### src/rtl/parking_entry_arbiter_if.sv
// Lane sensor/keypad inputs and gate/alarm/occupancy outputs of parking_entry_arbiter.
interface parking_entry_arbiter_if #(
    parameter int CNT_W = 4
);
    logic             req_a;
    logic             req_b;
    logic [7:0]       psswrd_a;
    logic [7:0]       psswrd_b;
    logic             try_a;
    logic             try_b;
    logic             pass_sensor;
    logic             exit_pulse;
    logic             grant_a;
    logic             grant_b;
    logic             open_gate;
    logic             close_gate;
    logic             alarm_pin;
    logic             alarm_block;
    logic             full;
    logic [CNT_W-1:0] occupancy;

    modport master (
        output req_a, req_b, psswrd_a, psswrd_b, try_a, try_b, pass_sensor, exit_pulse,
        input  grant_a, grant_b, open_gate, close_gate, alarm_pin, alarm_block, full, occupancy
    );

    modport slave (
        input  req_a, req_b, psswrd_a, psswrd_b, try_a, try_b, pass_sensor, exit_pulse,
        output grant_a, grant_b, open_gate, close_gate, alarm_pin, alarm_block, full, occupancy
    );
endinterface

### src/rtl/parking_entry_arbiter.sv
// Round-robin two-lane entry arbiter sharing one PIN check, barrier gate and occupancy count.
// Define PARKING_TIMEOUT_EN to release an idle CHECK grant after TIMEOUT cycles.
module parking_entry_arbiter #(
    parameter logic [7:0] PASSWORD = 8'h57,
    parameter int         CAPACITY = 8,
    parameter int         CNT_W    = 4,
    parameter int         TIMEOUT  = 16
) (
    input  logic                   clk,
    input  logic                   rst,
    parking_entry_arbiter_if.slave bus
);
    typedef enum logic [2:0] {IDLE, CHECK, OPEN, LOCK, BLOCK} state_t;

    localparam logic [CNT_W-1:0] CAP = CNT_W'(CAPACITY);

    if (CAPACITY < 1 || CAPACITY > (2**CNT_W) - 1 || TIMEOUT < 1) begin : g_param_check
        $error("parking_entry_arbiter: CAPACITY or TIMEOUT out of range");
    end

    state_t           state, state_nxt;
    logic             lane, lane_nxt;       // granted lane, 0 = A
    logic             prio, prio_nxt;       // preferred lane on contention, 0 = A
    logic [1:0]       attempts, attempts_nxt;
    logic             car_in, car_in_nxt;   // a car has entered the passage while OPEN
    logic [CNT_W-1:0] occ, occ_nxt;
    logic             try_a_q, try_b_q, pass_q;
    logic             try_a_edge, try_b_edge, try_g_edge, req_g, pin_ok;
    logic             pass_rise, pass_fall, inc, dec, can_grant, held;
    logic             to_expire;

    function automatic logic pick_lane(input logic p, input logic ra, input logic rb);
        return (ra && rb) ? p : rb;
    endfunction

    assign try_a_edge = bus.try_a & ~try_a_q;
    assign try_b_edge = bus.try_b & ~try_b_q;
    assign try_g_edge = lane ? try_b_edge : try_a_edge;
    assign req_g      = lane ? bus.req_b : bus.req_a;
    assign pin_ok     = ((lane ? bus.psswrd_b : bus.psswrd_a) == PASSWORD);
    assign pass_rise  = bus.pass_sensor & ~pass_q;
    assign pass_fall  = ~bus.pass_sensor & pass_q;

    assign inc = (state == OPEN) && pass_rise && (occ != CAP);
    assign dec = bus.exit_pulse && (occ != '0);

    always_comb begin
        occ_nxt = occ;
        if (inc && !dec)
            occ_nxt = occ + 1'b1;
        else if (dec && !inc)
            occ_nxt = occ - 1'b1;
    end

    // A grant needs a requester and room left after this cycle's count update.
    assign can_grant = (bus.req_a | bus.req_b) && (occ_nxt != CAP);

`ifdef PARKING_TIMEOUT_EN
    localparam int TO_W = $clog2(TIMEOUT + 1);
    logic [TO_W-1:0] to_cnt, to_cnt_nxt;

    assign to_cnt_nxt = (state == CHECK && !try_g_edge) ? to_cnt + 1'b1 : '0;
    assign to_expire  = (state == CHECK) && (to_cnt == TO_W'(TIMEOUT - 1));

    always_ff @(posedge clk) begin
        if (!rst)
            to_cnt <= '0;
        else
            to_cnt <= to_cnt_nxt;
    end
`else
    assign to_expire = 1'b0;
`endif

    always_comb begin
        state_nxt    = state;
        lane_nxt     = lane;
        prio_nxt     = prio;
        attempts_nxt = attempts;
        car_in_nxt   = 1'b0;
        case (state)
            IDLE: begin
                if (bus.pass_sensor) begin
                    state_nxt = BLOCK;
                end else if (can_grant) begin
                    state_nxt = CHECK;
                    lane_nxt  = pick_lane(prio, bus.req_a, bus.req_b);
                end
            end
            CHECK: begin
                if (bus.pass_sensor) begin
                    state_nxt    = BLOCK;
                    attempts_nxt = '0;
                    prio_nxt     = ~lane;
                end else if (!req_g || (to_expire && !try_g_edge)) begin
                    state_nxt    = IDLE;
                    attempts_nxt = '0;
                    prio_nxt     = ~lane;
                end else if (try_g_edge) begin
                    if (pin_ok) begin
                        state_nxt    = OPEN;
                        attempts_nxt = '0;
                    end else if (attempts == 2'd2) begin
                        state_nxt    = LOCK;
                        attempts_nxt = 2'd3;
                    end else begin
                        attempts_nxt = attempts + 2'd1;
                    end
                end
            end
            OPEN: begin
                car_in_nxt = car_in | pass_rise;
                if (car_in && pass_fall) begin
                    car_in_nxt = 1'b0;
                    prio_nxt   = ~lane;
                    // Hand the gate straight to a waiting lane as it closes.
                    if (can_grant) begin
                        state_nxt = CHECK;
                        lane_nxt  = pick_lane(~lane, bus.req_a, bus.req_b);
                    end else begin
                        state_nxt = IDLE;
                    end
                end
            end
            LOCK: begin
                if (try_g_edge && pin_ok) begin
                    state_nxt    = OPEN;
                    attempts_nxt = '0;
                end
            end
            BLOCK: begin
                if (!bus.pass_sensor) begin
                    if (try_a_edge) begin
                        if (bus.psswrd_a == PASSWORD)
                            state_nxt = IDLE;
                    end else if (try_b_edge && bus.psswrd_b == PASSWORD) begin
                        state_nxt = IDLE;
                    end
                end
            end
            default: state_nxt = IDLE;
        endcase
        held = (state_nxt == CHECK) || (state_nxt == OPEN) || (state_nxt == LOCK);
    end

    assign bus.occupancy = occ;

    always_ff @(posedge clk) begin
        if (!rst) begin
            state           <= IDLE;
            lane            <= 1'b0;
            prio            <= 1'b0;
            attempts        <= '0;
            car_in          <= 1'b0;
            occ             <= '0;
            try_a_q         <= 1'b0;
            try_b_q         <= 1'b0;
            pass_q          <= 1'b0;
            bus.grant_a     <= 1'b0;
            bus.grant_b     <= 1'b0;
            bus.open_gate   <= 1'b0;
            bus.close_gate  <= 1'b1;
            bus.alarm_pin   <= 1'b0;
            bus.alarm_block <= 1'b0;
            bus.full        <= 1'b0;
        end else begin
            state           <= state_nxt;
            lane            <= lane_nxt;
            prio            <= prio_nxt;
            attempts        <= attempts_nxt;
            car_in          <= car_in_nxt;
            occ             <= occ_nxt;
            try_a_q         <= bus.try_a;
            try_b_q         <= bus.try_b;
            pass_q          <= bus.pass_sensor;
            bus.grant_a     <= held && !lane_nxt;
            bus.grant_b     <= held && lane_nxt;
            bus.open_gate   <= (state_nxt == OPEN);
            bus.close_gate  <= (state_nxt != OPEN);
            bus.alarm_pin   <= (state_nxt == LOCK);
            bus.alarm_block <= (state_nxt == BLOCK);
            bus.full        <= (occ_nxt == CAP);
        end
    end
endmodule

### src/flat_wrapper.sv
// flat-port wrapper written by rule: the top's interface ports become plain ports
module parking_entry_arbiter_flat 
#(
    parameter logic [7:0] PASSWORD = 8'h57,
    parameter int         CAPACITY = 8,
    parameter int         CNT_W    = 4,
    parameter int         TIMEOUT  = 16
)
  (clk, rst, bus_req_a, bus_req_b, bus_psswrd_a, bus_psswrd_b, bus_try_a, bus_try_b, bus_pass_sensor, bus_exit_pulse, bus_grant_a, bus_grant_b, bus_open_gate, bus_close_gate, bus_alarm_pin, bus_alarm_block, bus_full, bus_occupancy);
  parking_entry_arbiter_if #(.CNT_W(CNT_W)) bus_i ();
  input  logic clk;
  input  logic rst;
  input wire logic [$bits(bus_i.req_a)-1:0] bus_req_a;
  input wire logic [$bits(bus_i.req_b)-1:0] bus_req_b;
  input wire logic [$bits(bus_i.psswrd_a)-1:0] bus_psswrd_a;
  input wire logic [$bits(bus_i.psswrd_b)-1:0] bus_psswrd_b;
  input wire logic [$bits(bus_i.try_a)-1:0] bus_try_a;
  input wire logic [$bits(bus_i.try_b)-1:0] bus_try_b;
  input wire logic [$bits(bus_i.pass_sensor)-1:0] bus_pass_sensor;
  input wire logic [$bits(bus_i.exit_pulse)-1:0] bus_exit_pulse;
  output wire logic [$bits(bus_i.grant_a)-1:0] bus_grant_a;
  output wire logic [$bits(bus_i.grant_b)-1:0] bus_grant_b;
  output wire logic [$bits(bus_i.open_gate)-1:0] bus_open_gate;
  output wire logic [$bits(bus_i.close_gate)-1:0] bus_close_gate;
  output wire logic [$bits(bus_i.alarm_pin)-1:0] bus_alarm_pin;
  output wire logic [$bits(bus_i.alarm_block)-1:0] bus_alarm_block;
  output wire logic [$bits(bus_i.full)-1:0] bus_full;
  output wire logic [$bits(bus_i.occupancy)-1:0] bus_occupancy;
  assign bus_i.req_a = bus_req_a;
  assign bus_i.req_b = bus_req_b;
  assign bus_i.psswrd_a = bus_psswrd_a;
  assign bus_i.psswrd_b = bus_psswrd_b;
  assign bus_i.try_a = bus_try_a;
  assign bus_i.try_b = bus_try_b;
  assign bus_i.pass_sensor = bus_pass_sensor;
  assign bus_i.exit_pulse = bus_exit_pulse;
  assign bus_grant_a = bus_i.grant_a;
  assign bus_grant_b = bus_i.grant_b;
  assign bus_open_gate = bus_i.open_gate;
  assign bus_close_gate = bus_i.close_gate;
  assign bus_alarm_pin = bus_i.alarm_pin;
  assign bus_alarm_block = bus_i.alarm_block;
  assign bus_full = bus_i.full;
  assign bus_occupancy = bus_i.occupancy;
  parking_entry_arbiter #(.PASSWORD(PASSWORD), .CAPACITY(CAPACITY), .CNT_W(CNT_W), .TIMEOUT(TIMEOUT)) u_core (.clk(clk), .rst(rst), .bus(bus_i));
endmodule
### config.mk
export PLATFORM = sky130hd
export DESIGN_NAME = parking_entry_arbiter_flat
export DESIGN_NICKNAME = d
export VERILOG_FILES = /design/src/rtl/parking_entry_arbiter_if.sv /design/src/rtl/parking_entry_arbiter.sv /design/src/flat_wrapper.sv
export SDC_FILE = /design/constraint.sdc
export NUM_CORES = 1
export LEC_CHECK = 0
export ABC_AREA = 1
export BUFFER_PORTS_ARGS = -buffer_cell sky130_fd_sc_hd__buf_2
export CAP_MARGIN = 5
export CORE_AREA = 2 2 52 54
export CTS_BUF_LIST = sky130_fd_sc_hd__clkbuf_2 sky130_fd_sc_hd__clkbuf_4 sky130_fd_sc_hd__clkbuf_8
export DETAILED_ROUTE_END_ITERATION = 6
export DIE_AREA = 0 0 54 56
export PLACE_DENSITY = 0.8
export SYNTH_ARGS = -nofsm -noshare
export SYNTH_HDL_FRONTEND = slang
export SYNTH_SLANG_ARGS = --single-unit
### constraint.sdc
create_clock -name clk -period 2.4 [get_ports clk]
set_input_delay 0.24 -clock clk [delete_from_list [all_inputs] [get_ports clk]]
set_output_delay 0.24 -clock clk [all_outputs]
set_load 0.005 [all_outputs]
==> flow_metrics.tcl, run 1 <==
set metrics [dict create \
    drive_above_1_share_pct 25.4 \
    wl_um 2630 \
    outcome "complete, no violations" \
    dr.pass1.iters 4 \
    die_area_um2 3020 \
    cp_slowest_cell "dfxtp_1" \
    insertion_delay_ns 0.30 \
    die_h_um 56 \
    initial_utilization_pct 52.6 \
    drtIter0Drc 38 \
    cts_tree "yes" \
    hold_class "in2reg" \
    drc_errors 0 \
    ioPinCount 35 \
    area_growth_pct 20.0 \
    rows 18 \
    port_buffers 34 \
    yosysTopAreaCellShare_pct 34.4 \
    cpPeakStageDelay_ns 0.41 \
    cts.repair.resized 0 \
    hold_viol_final 0 \
    clock_sinks 22 \
    cts_hold_buf 0 \
    yosysWarningCount 0 \
    coreArea_um2 2430 \
    finalMaxSlewViolations 0 \
    synthCells 195 \
    fin_crit_sh_pct 87.2 \
    avgRoutedWirePerCell_um 10.0 \
    place_hpwl_um 2170 \
    mostFrequentLayoutCells "nand2_1, buf_2, inv_1, nor2_1, dfxtp_1" \
    cp_max_fo 6 \
    via_per_inst 4.89 \
    cts_root_buffer "clkbuf_4" \
    setup_viol 0 \
    fin_crit_ns 2.09 \
    crit_type "reg2reg" \
    setup_tns_ns 0 \
    p_per_area_nw_per_um2 827 \
    crit_required_ns 2.62 \
    yosysTopAreaCell "dfxtp_1" \
    cap_violations 0 \
    grt_pass1_vias 1187 \
    grt-ovfl-total 0 \
    grt.total_usage_pct 20.5 \
    antenna_cells 0 \
    synth_nets 222 \
    vdd_drop_max_uv 622 \
    worst_pin_slew_ns 0.445 \
    ys_seq_area_share_pct 34.4 \
    fmax_mhz 478 \
    ys_ff_latch 22 \
    slew_headroom_pct 70.0 \
    end_kind "flip-flop" \
    grt_max_degree 14 \
    dieWidth_um 54 \
    synth_cell_type_count 23 \
    rsz0062_at_grt "no" \
    cts_buffer_depth 2 \
    synth.area.top_cells "dfxtp_1, nand2_1, inv_1" \
    grt_pass1_wl_um 4790 \
    worstPathArrival_ns 2.31 \
    synth.avg_cell_area_um2 6.56 \
    cts_setup_buffers 0 \
    cpMostUsedCell "nand2_1" \
    routabilityCongestion 0.830 \
    antenna_found_initial 0 \
    vias 1281 \
    path_cells "inv_1 > ha_1 > nand2_1 > nand2_1 > inv_1 > nand2_4 > nand3_1 > nand2_2 > nor2_4 > nand3_4 > nand3_2 > nand2_2 > inv_2 > nand2_1 > nand2_2 > inv_2 > nand2_1 > inv_1" \
    numCtsBuffers 3 \
    mostFrequentLayoutCell "nand2_1" \
    clkSlewWorstSetupHoldPaths_ns 0.12 \
    ant_nets 0 \
    start_kind "flip-flop" \
    skew_ns 0.00256 \
    p_leak_nw 0.822 \
    final_nets 260 \
    htreeDepth 1 \
    total_power_mw 1.27 \
    synth_area_um2 1280 \
]
layer usage:
layer,track usage [%],routed length [µm]
met4,2.14,0
met2,34.3,1300
met3,5.91,76
met5,0,0
met1,26.3,1250
final timing paths:
check,cells after the start,slack (ns),endpoint,start
hold / removal,3,0.13,u_core.try_b_q,bus_try_b
setup / recovery,18,0.31,u_core.bus.grant_b,u_core.bus.occupancy[0]
setup reg to reg,18,0.31,u_core.bus.grant_b,u_core.bus.occupancy[0]
hold reg to reg,2,0.55,u_core.car_in,u_core.car_in
metrics by stage:
stage | setup slack, ns | utilization (%) | cell area (µm²) | std cells | hold WS (ns)
global placement | 0.364 | 61.0 | 1480 | 258 | 0.437
finish | 0.308 | 63.2 | 1540 | 262 | 0.125
detailed placement | 0.324 | 61.0 | 1480 | 258 | 0.443
floorplan | 0.483 | - | 1280 | 195 | 0.333
CTS | 0.305 | 63.2 | 1540 | 262 | 0.107
global route | 0.0691 | 63.2 | 1540 | 262 | 0.120
logic make-up after synthesis:
logic type | count (synthesis) | share of synthesized area [%]
simple gates | 112 | 43.1
buf+inv | 35 | 10.3
flops | 22 | 34.4
fa+ha+maj | 3 | 2.93
compound gates | 23 | 9.29
sequential cells by signal, indices dropped and copies added (netlist names):
signal	count
u_core.bus.grant_a	1
u_core.try_b_q	1
u_core.bus.alarm_pin	1
u_core.bus.grant_b	1
u_core.bus.close_gate	1
u_core.try_a_q	1
u_core.bus.occupancy	4
u_core.prio	1
u_core.bus.alarm_block	1
u_core.state	3
u_core.lane	1
u_core.attempts	2
u_core.bus.full	1
u_core.bus.open_gate	1
u_core.car_in	1
u_core.pass_q	1
report_power, final:
| group | leakage (nW) | internal [mW] | switching [mW] |
|---|---|---|---|
| combinational | 0.614 | 0.204 | 0.326 |
| clock | 0.0279 | 0.169 | 0.110 |
| sequential | 0.180 | 0.415 | 0.0453 |
| total | 0.822 | 0.788 | 0.482 |
layout make-up:
| class | count | area, µm² |
|---|---|---|
| Clock buffer | 3 | 22.5 |
| Clock inverter | 1 | 30.0 |
| Fill cell | 247 | 896 |
| Inverter | 34 | 128 |
| Multi-Input combinational cell | 138 | 708 |
| Sequential cell | 22 | 440 |
| Tap cell | 30 | 37.5 |
| Timing Repair Buffer | 34 | 170 |
critical path, delay by kind of cell (launching register included):
| kind | cells | cell delay (ns) |
|---|---|---|
| AND/OR/NAND/NOR | 12 | 0.98 |
| flip-flops | 1 | 0.41 |
| buffers and inverters | 5 | 0.38 |
| adder cells (fa/ha/maj) | 1 | 0.23 |
synth_stat cells:
cell type / n
nor2_2: 1
nand3_1: 15
inv_1: 30
nand2_2: 10
clkbuf_1: 1
nand3_2: 2
inv_2: 3
o2111ai_1: 1
dfxtp_1: 22
a21oi_1: 11
nand2_1: 44
clkinv_1: 1
nor3_2: 1
ha_1: 3
nand3b_1: 1
o21ai_0: 11
nand2_4: 1
nor3_1: 5
nor2_4: 2
nor4b_1: 2
nand4_1: 4
nor2_1: 23
nand3_4: 1
Power figures use the tool's default switching activity.
==> inputs of run 2 (changes only) <==
--- a/config.mk
+++ b/config.mk
@@ -6,13 +6,14 @@
 export NUM_CORES = 1
 export LEC_CHECK = 0
 export ABC_AREA = 1
+export ABC_CLOCK_PERIOD_IN_PS = 2400
 export BUFFER_PORTS_ARGS = -buffer_cell sky130_fd_sc_hd__buf_2
 export CAP_MARGIN = 5
 export CORE_AREA = 2 2 52 54
 export CTS_BUF_LIST = sky130_fd_sc_hd__clkbuf_2 sky130_fd_sc_hd__clkbuf_4 sky130_fd_sc_hd__clkbuf_8
 export DETAILED_ROUTE_END_ITERATION = 6
 export DIE_AREA = 0 0 54 56
-export PLACE_DENSITY = 0.8
+export PLACE_DENSITY = 0.83
 export SYNTH_ARGS = -nofsm -noshare
 export SYNTH_HDL_FRONTEND = slang
 export SYNTH_SLANG_ARGS = --single-unit
==> flow_metrics.tcl, run 2 (synthesized netlist as in run 1, its figures left out) <==
set metrics [dict create \
    drc_errors 0 \
    fin_crit_sh_pct 88.3 \
    dp_slack_ns 0.328 \
    fillCellCount 236 \
    worstPathArrival_ns 2.35 \
    final_core_util_pct 63.2 \
    via_per_inst 4.89 \
    die_area_um2 3020 \
    drive_above_1_share_pct 25.4 \
    crit_required_ns 2.63 \
    p_per_area_nw_per_um2 832 \
    cp_max_fo 6 \
    dieWidth_um 54 \
    grt_pass1_vias 1124 \
    vias 1281 \
    ff_latch_area_um2 440 \
    fin_crit_ns 2.12 \
    place_hpwl_um 2120 \
    holdWs_ns 0.114 \
    cts_hold_buf 0 \
    avgRoutedWirePerCell_um 9.89 \
    setup_tns_ns 0 \
    crit_type "reg2reg" \
    port_buffers 34 \
    cts_buffer_depth 2 \
    worst_pin_slew_ns 0.444 \
    htreeDepth 1 \
    coreArea_um2 2430 \
    numCtsBuffers 3 \
    dr.pass1.iters 5 \
    die_h_um 56 \
    dpl-instance-area_um2 1480 \
    grt_max_degree 14 \
    grt_pass1_wl_um 4490 \
    grt.total_usage_pct 19.4 \
    insertion_delay_ns 0.31 \
    antenna_cells 0 \
    cts_tree "yes" \
    total_power_mw 1.28 \
    stdcell_area_um2 1540 \
    skew_ns 0.00137 \
    initial_utilization_pct 52.6 \
    stdcell_count 262 \
    mostFrequentLayoutCell "nand2_1" \
    cts_setup_buffers 0 \
    finalMaxSlewViolations 0 \
    hold_viol_final 0 \
    clkSlewWorstSetupHoldPaths_ns 0.12 \
    cap_violations 0 \
    hold_class "in2reg" \
    area_growth_pct 20.0 \
    multiInputGateArea_um2 708 \
    setup_viol 0 \
    routabilityCongestion 0.851 \
    largest_reg_flops 4 \
    end_kind "flip-flop" \
    start_kind "flip-flop" \
    final_nets 260 \
    fmax_mhz 472 \
    drtIter0Drc 36 \
    worst_slack_ns 0.281 \
    vdd_drop_max_uv 580 \
    rows 18 \
    grt-ovfl-total 0 \
    cts_root_buffer "clkbuf_4" \
    ant_nets 0 \
    rsz0062_at_grt "no" \
    wl_um 2590 \
    antenna_found_initial 0 \
    dp.cells 258 \
    p_leak_nw 0.822 \
    slew_headroom_pct 70.1 \
    clock_sinks 22 \
    ioPinCount 35 \
    outcome "complete, no violations" \
    mostFrequentLayoutCells "nand2_1, buf_2, inv_1, nor2_1, dfxtp_1" \
    cts.repair.resized 0 \
]
run 2: cell counts in the layout (fill, tap and decap cells not counted):
Identical to the previous run, type by type.
run 2: final timing paths:
| path | startpoint | end | slack, ns | depth (start not counted) |
|---|---|---|---|---|
| max reg2reg | u_core.bus.occupancy[0] | u_core.bus.grant_b | 0.28 | 18 |
| min | bus_try_b | u_core.try_b_q | 0.11 | 3 |
| min reg2reg | u_core.car_in | u_core.car_in | 0.54 | 2 |
| max | u_core.bus.occupancy[0] | u_core.bus.grant_b | 0.28 | 18 |
run 2: where the power goes:
part           switching [mW]  internal, mW
Clock                   0.115         0.169
Sequential             0.0476         0.415
Combinational           0.327         0.204
run 2: cell type report:
type	instances	share of cell area (%)
clock buffer	3	1.47
clock inverter	1	1.95
inverter	34	8.31
multi-input combinational	138	46.1
sequential	22	28.7
tap	30	2.44
timing repair buffer	34	11.1
run 2: critical path, cell delays in order, from the launching register on:
cell	delay, ns
dfxtp_1	0.41
inv_1	0.10
ha_1	0.24
nand2_1	0.08
nand2_1	0.10
nand3_2	0.15
nor2_1	0.05
nor2_1	0.12
nand2_1	0.07
nand2_1	0.13
nand3_4	0.12
nand3_2	0.09
nand2_2	0.06
inv_2	0.07
nand2_1	0.05
nand2_2	0.08
inv_2	0.03
nand2_1	0.05
inv_1	0.03
run 2: routing by layer:
metal	part of all wire (%)	global-route usage (%)
met2	48	32.2
met5	0	0
met4	0.27	2.14
met1	48	25.0
met3	4.0	5.91
==> inputs of run 3 (changes only) <==
--- a/config.mk
+++ b/config.mk
@@ -13,6 +13,7 @@
 export CTS_BUF_LIST = sky130_fd_sc_hd__clkbuf_2 sky130_fd_sc_hd__clkbuf_4 sky130_fd_sc_hd__clkbuf_8
 export DETAILED_ROUTE_END_ITERATION = 6
 export DIE_AREA = 0 0 54 56
+export MAX_ROUTING_LAYER = met4
 export PLACE_DENSITY = 0.83
 export SYNTH_ARGS = -nofsm -noshare
 export SYNTH_HDL_FRONTEND = slang
==> flow_metrics.tcl, run 3 (synthesized netlist as in run 1, its figures left out) <==
set metrics [dict create \
    cts_root_buffer "clkbuf_4" \
    cts_tree "yes" \
    fillCellCount 236 \
    dieWidth_um 54 \
    finalMaxSlewViolations 0 \
    mostFrequentLayoutCells "nand2_1, buf_2, inv_1, nor2_1, dfxtp_1" \
    area_growth_pct 20.0 \
    cap_violations 0 \
    total_power_mw 1.28 \
    mostFrequentLayoutCell "nand2_1" \
    final_nets 260 \
    antenna_cells 0 \
    grt_max_degree 14 \
    cts.repair.resized 0 \
    cp_max_fo 6 \
    ioPinCount 35 \
    die_area_um2 3020 \
    drive_above_1_share_pct 25.4 \
    coreArea_um2 2430 \
    ff2ff_setup_slack_ns 0.28 \
    place_hpwl_um 2120 \
    hold_class "in2reg" \
    cts_hold_buf 0 \
    rows 18 \
    vias 1281 \
    largest_reg_flops 4 \
    wl_um 2600 \
    rsz0062_at_grt "no" \
    grt_pass1_vias 1124 \
    numCtsBuffers 3 \
    worst_pin_slew_ns 0.449 \
    drtIter0Drc 36 \
    dr.pass1.iters 5 \
    p_per_area_nw_per_um2 832 \
    crit_type "reg2reg" \
    seq_power_share_pct 36.2 \
    die_h_um 56 \
    setup_viol 0 \
    fin_crit_ns 2.12 \
    crit_required_ns 2.63 \
    clkSlewWorstSetupHoldPaths_ns 0.12 \
    hold_viol_final 0 \
    drc_errors 0 \
    pwr-share-comb_pct 41.6 \
    ant_nets 0 \
    p_sw_share_pct 38.3 \
    cts_buffer_depth 2 \
    clkPwrFrac_pct 22.2 \
    skew_ns 0.00124 \
    avgRoutedWirePerCell_um 9.91 \
    initial_utilization_pct 52.6 \
    htreeDepth 1 \
    multiInputGateArea_um2 708 \
    worstPathArrival_ns 2.35 \
    grt-ovfl-total 0 \
    fin_crit_sh_pct 88.4 \
    cts_setup_buffers 0 \
    via_per_inst 4.89 \
    vdd_drop_max_uv 579 \
    start_kind "flip-flop" \
    routabilityCongestion 0.864 \
    grt.total_usage_pct 19.9 \
    port_buffers 34 \
    antenna_found_initial 0 \
    outcome "complete, no violations" \
    insertion_delay_ns 0.31 \
    switchingPower_mw 0.489 \
    internal_power_mw 0.789 \
    slew_headroom_pct 69.8 \
    grt_pass1_wl_um 4490 \
    p_leak_nw 0.822 \
    clock_sinks 22 \
    fmax_mhz 471 \
    end_kind "flip-flop" \
    ff_latch_area_um2 440 \
    setup_tns_ns 0 \
]
## run 3: cell counts in the layout (fill, tap and decap cells not counted)
Identical to the previous run, type by type.
## run 3: critical path: stages (launching register included)
cell	delay [ns]
dfxtp_1	0.41
inv_1	0.10
ha_1	0.24
nand2_1	0.08
nand2_1	0.10
nand3_2	0.15
nor2_1	0.05
nor2_1	0.12
nand2_1	0.07
nand2_1	0.13
nand3_4	0.12
nand3_2	0.09
nand2_2	0.06
inv_2	0.07
nand2_1	0.05
nand2_2	0.08
inv_2	0.03
nand2_1	0.05
inv_1	0.03
## run 3: per-layer routing
| layer | vias to the layer above | GRT usage [%] | share of wire (%) |
|---|---|---|---|
| met3 | 2 | 5.65 | 3.6 |
| met2 | 23 | 32.2 | 48 |
| met1 | 560 | 25.1 | 48 |
| met4 | 0 | 2.14 | 0.27 |
| met5 | - | - | 0 |
| li1 | 696 | - | - |
## run 3: cell type report
class | count | area share [%]
Inverter | 34 | 8.31
Clock inverter | 1 | 1.95
Multi-Input combinational cell | 138 | 46.1
Clock buffer | 3 | 1.47
Tap cell | 30 | 2.44
Timing Repair Buffer | 34 | 11.1
Sequential cell | 22 | 28.7
## run 3: power groups by stage
stage	Sequential (mW)	Combinational, mW	Clock (mW)
finish	0.463	0.531	0.284
global route	0.471	0.600	0.306
CTS	0.461	0.531	0.295
detailed placement	0.470	0.527	0
global placement	0.467	0.521	0
floorplan	0.465	0.412	0
## run 3: final timing paths
| check | startpoint | cells after the start | endpoint |
|---|---|---|---|
| worst max-delay path | u_core.bus.occupancy[0] | 18 | u_core.bus.grant_b |
| worst min-delay path | bus_try_b | 3 | u_core.try_b_q |
| worst max register to register | u_core.bus.occupancy[0] | 18 | u_core.bus.grant_b |
| worst min register to register | u_core.car_in | 2 | u_core.car_in |
## run 3: per-stage QoR
stage          instances  hold WS (ns)  worst slack, ns  util [%]  instance area, µm²
4_1_cts              262         0.101            0.304      63.2                1540
3_3_place_gp         258         0.436            0.360      61.0                1480
3_5_place_dp         258         0.441            0.328      61.0                1480
5_1_grt              262         0.122           0.0863      63.2                1540
2_1_floorplan        195         0.333            0.483         -                1280
6_report             262         0.114            0.279      63.2                1540
